<file path="src/rtl/input_conditioner_pkg.sv">
// Shared helpers and limits for the multi-channel input conditioner.
package input_conditioner_pkg;

  localparam int unsigned min_width_lp       = 1;
  localparam int unsigned min_sync_stages_lp = 2;
  localparam int unsigned min_debounce_lp    = 1;

  // The counter only has to reach debounce_cycles-1, but it is sized for the full value
  function automatic int unsigned cnt_width(input int unsigned debounce_cycles);
    return (debounce_cycles < 1) ? 1 : $clog2(debounce_cycles + 1);
  endfunction

endpackage

</file>
<file path="src/rtl/dff.sv">
// Single D flop with synchronous active-high reset to a parametrised value.
module dff #(
  parameter logic reset_val_p = 1'b0
) (
  input  logic clk_i,
  input  logic reset_i,
  input  logic d_i,
  output logic q_o
);

  logic q_d, q_q;

  always_comb begin
    q_d = reset_i ? reset_val_p : d_i;
  end

  always_ff @(posedge clk_i) begin
    q_q <= q_d;
  end

  assign q_o = q_q;

endmodule

</file>
<file path="src/rtl/input_conditioner_channel.sv">
// One channel: synchronizer chain, polarity normalisation, debounce counter and edge pulses.
module input_conditioner_channel
  import input_conditioner_pkg::*;
#(
  parameter int unsigned sync_stages_p     = 2,
  parameter int unsigned debounce_cycles_p = 250000,
  parameter logic        idle_p            = 1'b1
) (
  input  logic clk_i,
  input  logic reset_i,
  input  logic raw_i,
  output logic level_o,
  output logic rise_o,
  output logic fall_o
);

  localparam int unsigned cnt_w_lp = cnt_width(debounce_cycles_p);
  localparam logic [cnt_w_lp-1:0] cnt_last_lp = cnt_w_lp'(debounce_cycles_p - 1);

  logic [sync_stages_p-1:0] sync_chain;
  logic [sync_stages_p-1:0] sync_in;
  logic                     s;

  assign sync_in = {sync_chain[sync_stages_p-2:0], raw_i};

  // Stages reset to the idle level so reset never looks like an assertion
  for (genvar k = 0; k < sync_stages_p; k++) begin : g_sync
    dff #(.reset_val_p(idle_p)) u_stage (
      .clk_i  (clk_i),
      .reset_i(reset_i),
      .d_i    (sync_in[k]),
      .q_o    (sync_chain[k])
    );
  end

  assign s = sync_chain[sync_stages_p-1] ^ idle_p;

  logic                st_d,  st_q;
  logic [cnt_w_lp-1:0] cnt_d, cnt_q;
  logic                rise_d, rise_q;
  logic                fall_d, fall_q;

  always_comb begin
    st_d   = st_q;
    cnt_d  = cnt_q;
    rise_d = 1'b0;
    fall_d = 1'b0;
    if (reset_i) begin
      st_d  = 1'b0;
      cnt_d = '0;
    end else if (s == st_q) begin
      cnt_d = '0;
    end else if (cnt_q == cnt_last_lp) begin
      st_d   = s;
      cnt_d  = '0;
      rise_d = s;
      fall_d = ~s;
    end else begin
      cnt_d = cnt_q + cnt_w_lp'(1);
    end
  end

  always_ff @(posedge clk_i) begin
    st_q   <= st_d;
    cnt_q  <= cnt_d;
    rise_q <= rise_d;
    fall_q <= fall_d;
  end

  assign level_o = st_q;
  assign rise_o  = rise_q;
  assign fall_o  = fall_q;

endmodule

</file>
<file path="src/rtl/input_conditioner.sv">
// Multi-channel pad input conditioner: independent debounced channels plus an any-asserted flag.
module input_conditioner
  import input_conditioner_pkg::*;
#(
  parameter int unsigned        width_p           = 3,
  parameter int unsigned        sync_stages_p     = 2,
  parameter int unsigned        debounce_cycles_p = 250000,
  parameter logic [width_p-1:0] idle_p            = '1
) (
  input  logic               clk_i,
  input  logic               reset_i,
  input  logic [width_p-1:0] async_unsafe_i,
  output logic [width_p-1:0] level_o,
  output logic [width_p-1:0] rise_o,
  output logic [width_p-1:0] fall_o,
  output logic               any_o
);

  if (width_p < min_width_lp) begin : g_bad_width
    $error("input_conditioner: width_p must be >= 1");
  end
  if (sync_stages_p < min_sync_stages_lp) begin : g_bad_sync
    $error("input_conditioner: sync_stages_p must be >= 2");
  end
  if (debounce_cycles_p < min_debounce_lp) begin : g_bad_debounce
    $error("input_conditioner: debounce_cycles_p must be >= 1");
  end

  for (genvar i = 0; i < width_p; i++) begin : g_chan
    input_conditioner_channel #(
      .sync_stages_p    (sync_stages_p),
      .debounce_cycles_p(debounce_cycles_p),
      .idle_p           (idle_p[i])
    ) u_chan (
      .clk_i  (clk_i),
      .reset_i(reset_i),
      .raw_i  (async_unsafe_i[i]),
      .level_o(level_o[i]),
      .rise_o (rise_o[i]),
      .fall_o (fall_o[i])
    );
  end

  assign any_o = |level_o;

endmodule

</file>
<file path="config.mk">
export PLATFORM = sky130hd
export DESIGN_NAME = input_conditioner
export DESIGN_NICKNAME = d
export VERILOG_FILES = /design/src/rtl/input_conditioner_pkg.sv /design/src/rtl/dff.sv /design/src/rtl/input_conditioner_channel.sv /design/src/rtl/input_conditioner.sv
export SDC_FILE = /design/constraint.sdc
export NUM_CORES = 1
export LEC_CHECK = 0
export CAP_MARGIN = 20
export CORE_UTILIZATION = 25
export DETAILED_ROUTE_END_ITERATION = 10
export GPL_ROUTABILITY_DRIVEN = 0
export PLACE_DENSITY = 0.38
export SLEW_MARGIN = 20
export SYNTH_ARGS = -nofsm -noshare
export SYNTH_HDL_FRONTEND = slang
export SYNTH_SLANG_ARGS = --single-unit
</file>
<file path="constraint.sdc">
create_clock -name clk_i -period 2.3 [get_ports clk_i]
set_clock_uncertainty 0.1 [all_clocks]
set_input_delay 0.46 -clock clk_i [delete_from_list [all_inputs] [get_ports clk_i]]
set_output_delay 0.46 -clock clk_i [all_outputs]
set_load 0.005 [all_outputs]
</file>
==> results of run 1 <==
per-layer routing:
layer  wire length (um)  global-route usage
met1               3344              0.1553
met2               2767              0.1681
met3                151             0.02571
met4                133             0.06316
met5                  0                   0
worst max-delay path by stage:
stage | endpoint | slack (ps) | cells past startpoint
floorplan | g_chan[0].u_chan.cnt_q[10] | 400 | 7
global placement | g_chan[1].u_chan.cnt_q[4] | 380 | 6
detailed placement | g_chan[1].u_chan.cnt_q[8] | 350 | 6
CTS | any_o | 210 | 2
global route | any_o | 180 | 2
finish | any_o | 240 | 2
registers in the layout, summed over array words and instances, names as in the netlist:
signal                            count
g_chan.u_chan.level_o                 3
g_chan.u_chan.fall_o                  3
g_chan.u_chan.cnt_q                  54
g_chan.u_chan.rise_o                  3
g_chan.u_chan.g_sync.u_stage.q_o      6
Yosys cell counts, drive strengths merged:
cell type and instances:
a211oi 1, a21oi 7, a31oi 1, and2 4
and3 4, and3b 1, and4 5, buf 16
clkbuf 4, dfxtp 69, ha 3, inv 4
mux2i 3, nand2 16, nand2b 3, nand3 21
nand3b 1, nand4 18, nor2 52, nor2b 1
nor3 9, nor3b 2, nor4 15, nor4b 7
o21ai 8, o21bai 1, o31ai 2, or2 8
or3 6, or4 4, xnor2 24, xor2 19
worst max-delay path: stages, from the launching register on:
cell and delay, ps:
dfxtp_1 350, or3_1 380, clkdlybuf4s50_1 440
logic make-up (layout without fill, tap and decap cells):
group           count (synthesis)  in the layout  share of synthesized area
compound gates                 20             20                    0.03973
xor+xnor                       43             43                     0.1220
simple gates                  177            177                     0.3247
flops                          69             69                     0.4475
mux                             3              3                   0.009729
buf+inv                        24             44                    0.04418
fa+ha+maj                       3              3                    0.01216
area by class of cell:
cell class | instances | share of cell area
tap | 147 | 0.05009
timing repair buffer | 24 | 0.05860
sequential | 69 | 0.3761
multi-input combinational | 246 | 0.4273
clock inverter | 5 | 0.02044
clock buffer | 11 | 0.06337
inverter | 4 | 0.004089
power by group through the flow:
stage | Sequential [mW] | Combinational [mW] | Clock [mW]
after CTS | 1.21 | 0.0380 | 1.49
after global routing | 1.21 | 0.0412 | 1.54
after floorplan | 1.23 | 0.0194 | 0
final | 1.21 | 0.0367 | 1.45
after detailed placement | 1.23 | 0.0379 | 0
after global placement | 1.23 | 0.0378 | 0
==> results.sh, run 1 <==
export IMPL_ios=15
export IMPL_vdd_drop_max_v=0.0004438
export IMPL_worst_ep_required_time_ps=1740
export IMPL_grt_pass1_vias=2330
export IMPL_final_common_cell="dfxtp_1"
export IMPL_first_pass_iters=4
export IMPL_setup_violations_final=0
export IMPL_leakagePower_nw=1.112
export IMPL_holdWs_ps=307.1
export IMPL_swShare=0.1964
export IMPL_post_place_ws_ps=352.5
export IMPL_pwr_share_comb=0.014
export IMPL_rr_startpoint="g_chan[1].u_chan.cnt_q[0]"
export IMPL_initialDrtViolationCount=74
export IMPL_synth_top_area_cell="dfxtp_1"
export IMPL_cp_end_kind="output pin"
export IMPL_drive_gt1_frac=0.1170
export IMPL_grt_overflow_total=0
export IMPL_grt_pass1_wl_mm=11.47
export IMPL_io_buffers=14
export IMPL_hold_end="g_chan[0].u_chan.g_sync[1].u_stage.q_o"
export IMPL_wl_per_cell_um=12.64
export IMPL_layout_min_cycle_time_ps=2059
export IMPL_drtAntennaViolNets=0
export IMPL_power_total_mw=2.692
export IMPL_dieHeight_um=113.1
export IMPL_h_tree_depth=3
export IMPL_slew_viol_final=0
export IMPL_max_cap_violations=0
export IMPL_power_switching_mw=0.5289
export IMPL_antenna_found_initial=0
export IMPL_globalRouteTotalUtil=0.1146
export IMPL_finalWorstSetupSlack_ps=241.3
export IMPL_crit_fanout=4
export IMPL_reg2reg_to="g_chan[1].u_chan.cnt_q[3]"
export IMPL_cts_tree="built"
export IMPL_dp_hpwl_mm=4.534
export IMPL_routed_via_density=4.565
export IMPL_placed_area_mm2=0.003364
export IMPL_multi_input_area_mm2=0.001569
export IMPL_numCtsBuffers=9
export IMPL_ctsResizeCount=0
export IMPL_synth_cell_type_count=42
export IMPL_yosys_register_bits=69
export IMPL_rows=40
export IMPL_ff2ff_path_depth=6
export IMPL_p_int_mw=2.164
export IMPL_root_buffer="clkbuf_16"
export IMPL_initial_core_util=0.2570
export IMPL_drc=0
export IMPL_crit_type="reg -> out"
export IMPL_period_share=0.8951
export IMPL_post_cts_buffers=0
export IMPL_synthCells=339
export IMPL_synthToLayoutAreaGrowth_pct=18.97
export IMPL_ys_seq_area_frac=0.4475
export IMPL_fin_area_mm2=0.003672
export IMPL_r2r_slack_ps=380
export IMPL_synth_top_cell_area_share=0.4475
export IMPL_pwr_share_clk=0.538
export IMPL_max_freq_mhz=485.7
export IMPL_finalHoldViolCount=0
export IMPL_min_path_type="reg -> reg"
export IMPL_cp_arrival_ps=1500
export IMPL_routed_wirelength_mm=6.395
export IMPL_antenna_cells=0
export IMPL_rsz0062_at_grt="false"
export IMPL_p_seq_frac=0.448
export IMPL_fin_setup_tns_ps=0
export IMPL_stdcell_count=506
export IMPL_core_area_mm2=0.01201
export IMPL_yosysWarnings=0
export IMPL_cts_sinks=69
export IMPL_syn_nets=347
export IMPL_seq_area_mm2=0.001381
export IMPL_status="finished, final reports clean"
export IMPL_clkLatencyLatePin_ps=330
export IMPL_final_cell_mix="dfxtp_1, nor2_1, xnor2_1"
export IMPL_via_count=2310
export IMPL_clk_pin_slew_ps=60
export IMPL_fin_util=0.3057
export IMPL_nNetsFinal=362
export IMPL_avgSynthCellArea_um2=9.105
export IMPL_hold_buffers=0
export IMPL_netlist_area_mm2=0.003087
export IMPL_ctsLongestPathBuffers=2
export IMPL_die_w_um=113.1
export IMPL_cp_startpoint="g_chan[1].u_chan.level_o"
export IMPL_dp_cells=490
export IMPL_die_area_mm2=0.01280
export IMPL_powerDensity_mw_per_mm2=733.2
export IMPL_min_from="g_chan[0].u_chan.g_sync[0].u_stage.q_o"
export IMPL_synthTopCellsByArea="dfxtp_1, xnor2_1, nor2_1, xor2_1, nand4_1"
export IMPL_startpoint_type="flip-flop"
export IMPL_worstMarginPinSlew_ps=418.0
export IMPL_whs_path_depth=1
export IMPL_fillers=1273
export IMPL_grt_max_degree=17
export IMPL_slew_headroom=0.7190
No activity file was read; power rests on OpenSTA's default activity.
==> run 2, diff against run 1 <==
- CTS_CLUSTER_DIAMETER: default -> 120
==> results of run 2 <==
Same layout as run 1: the final DEF is identical, and so are final timing and power.
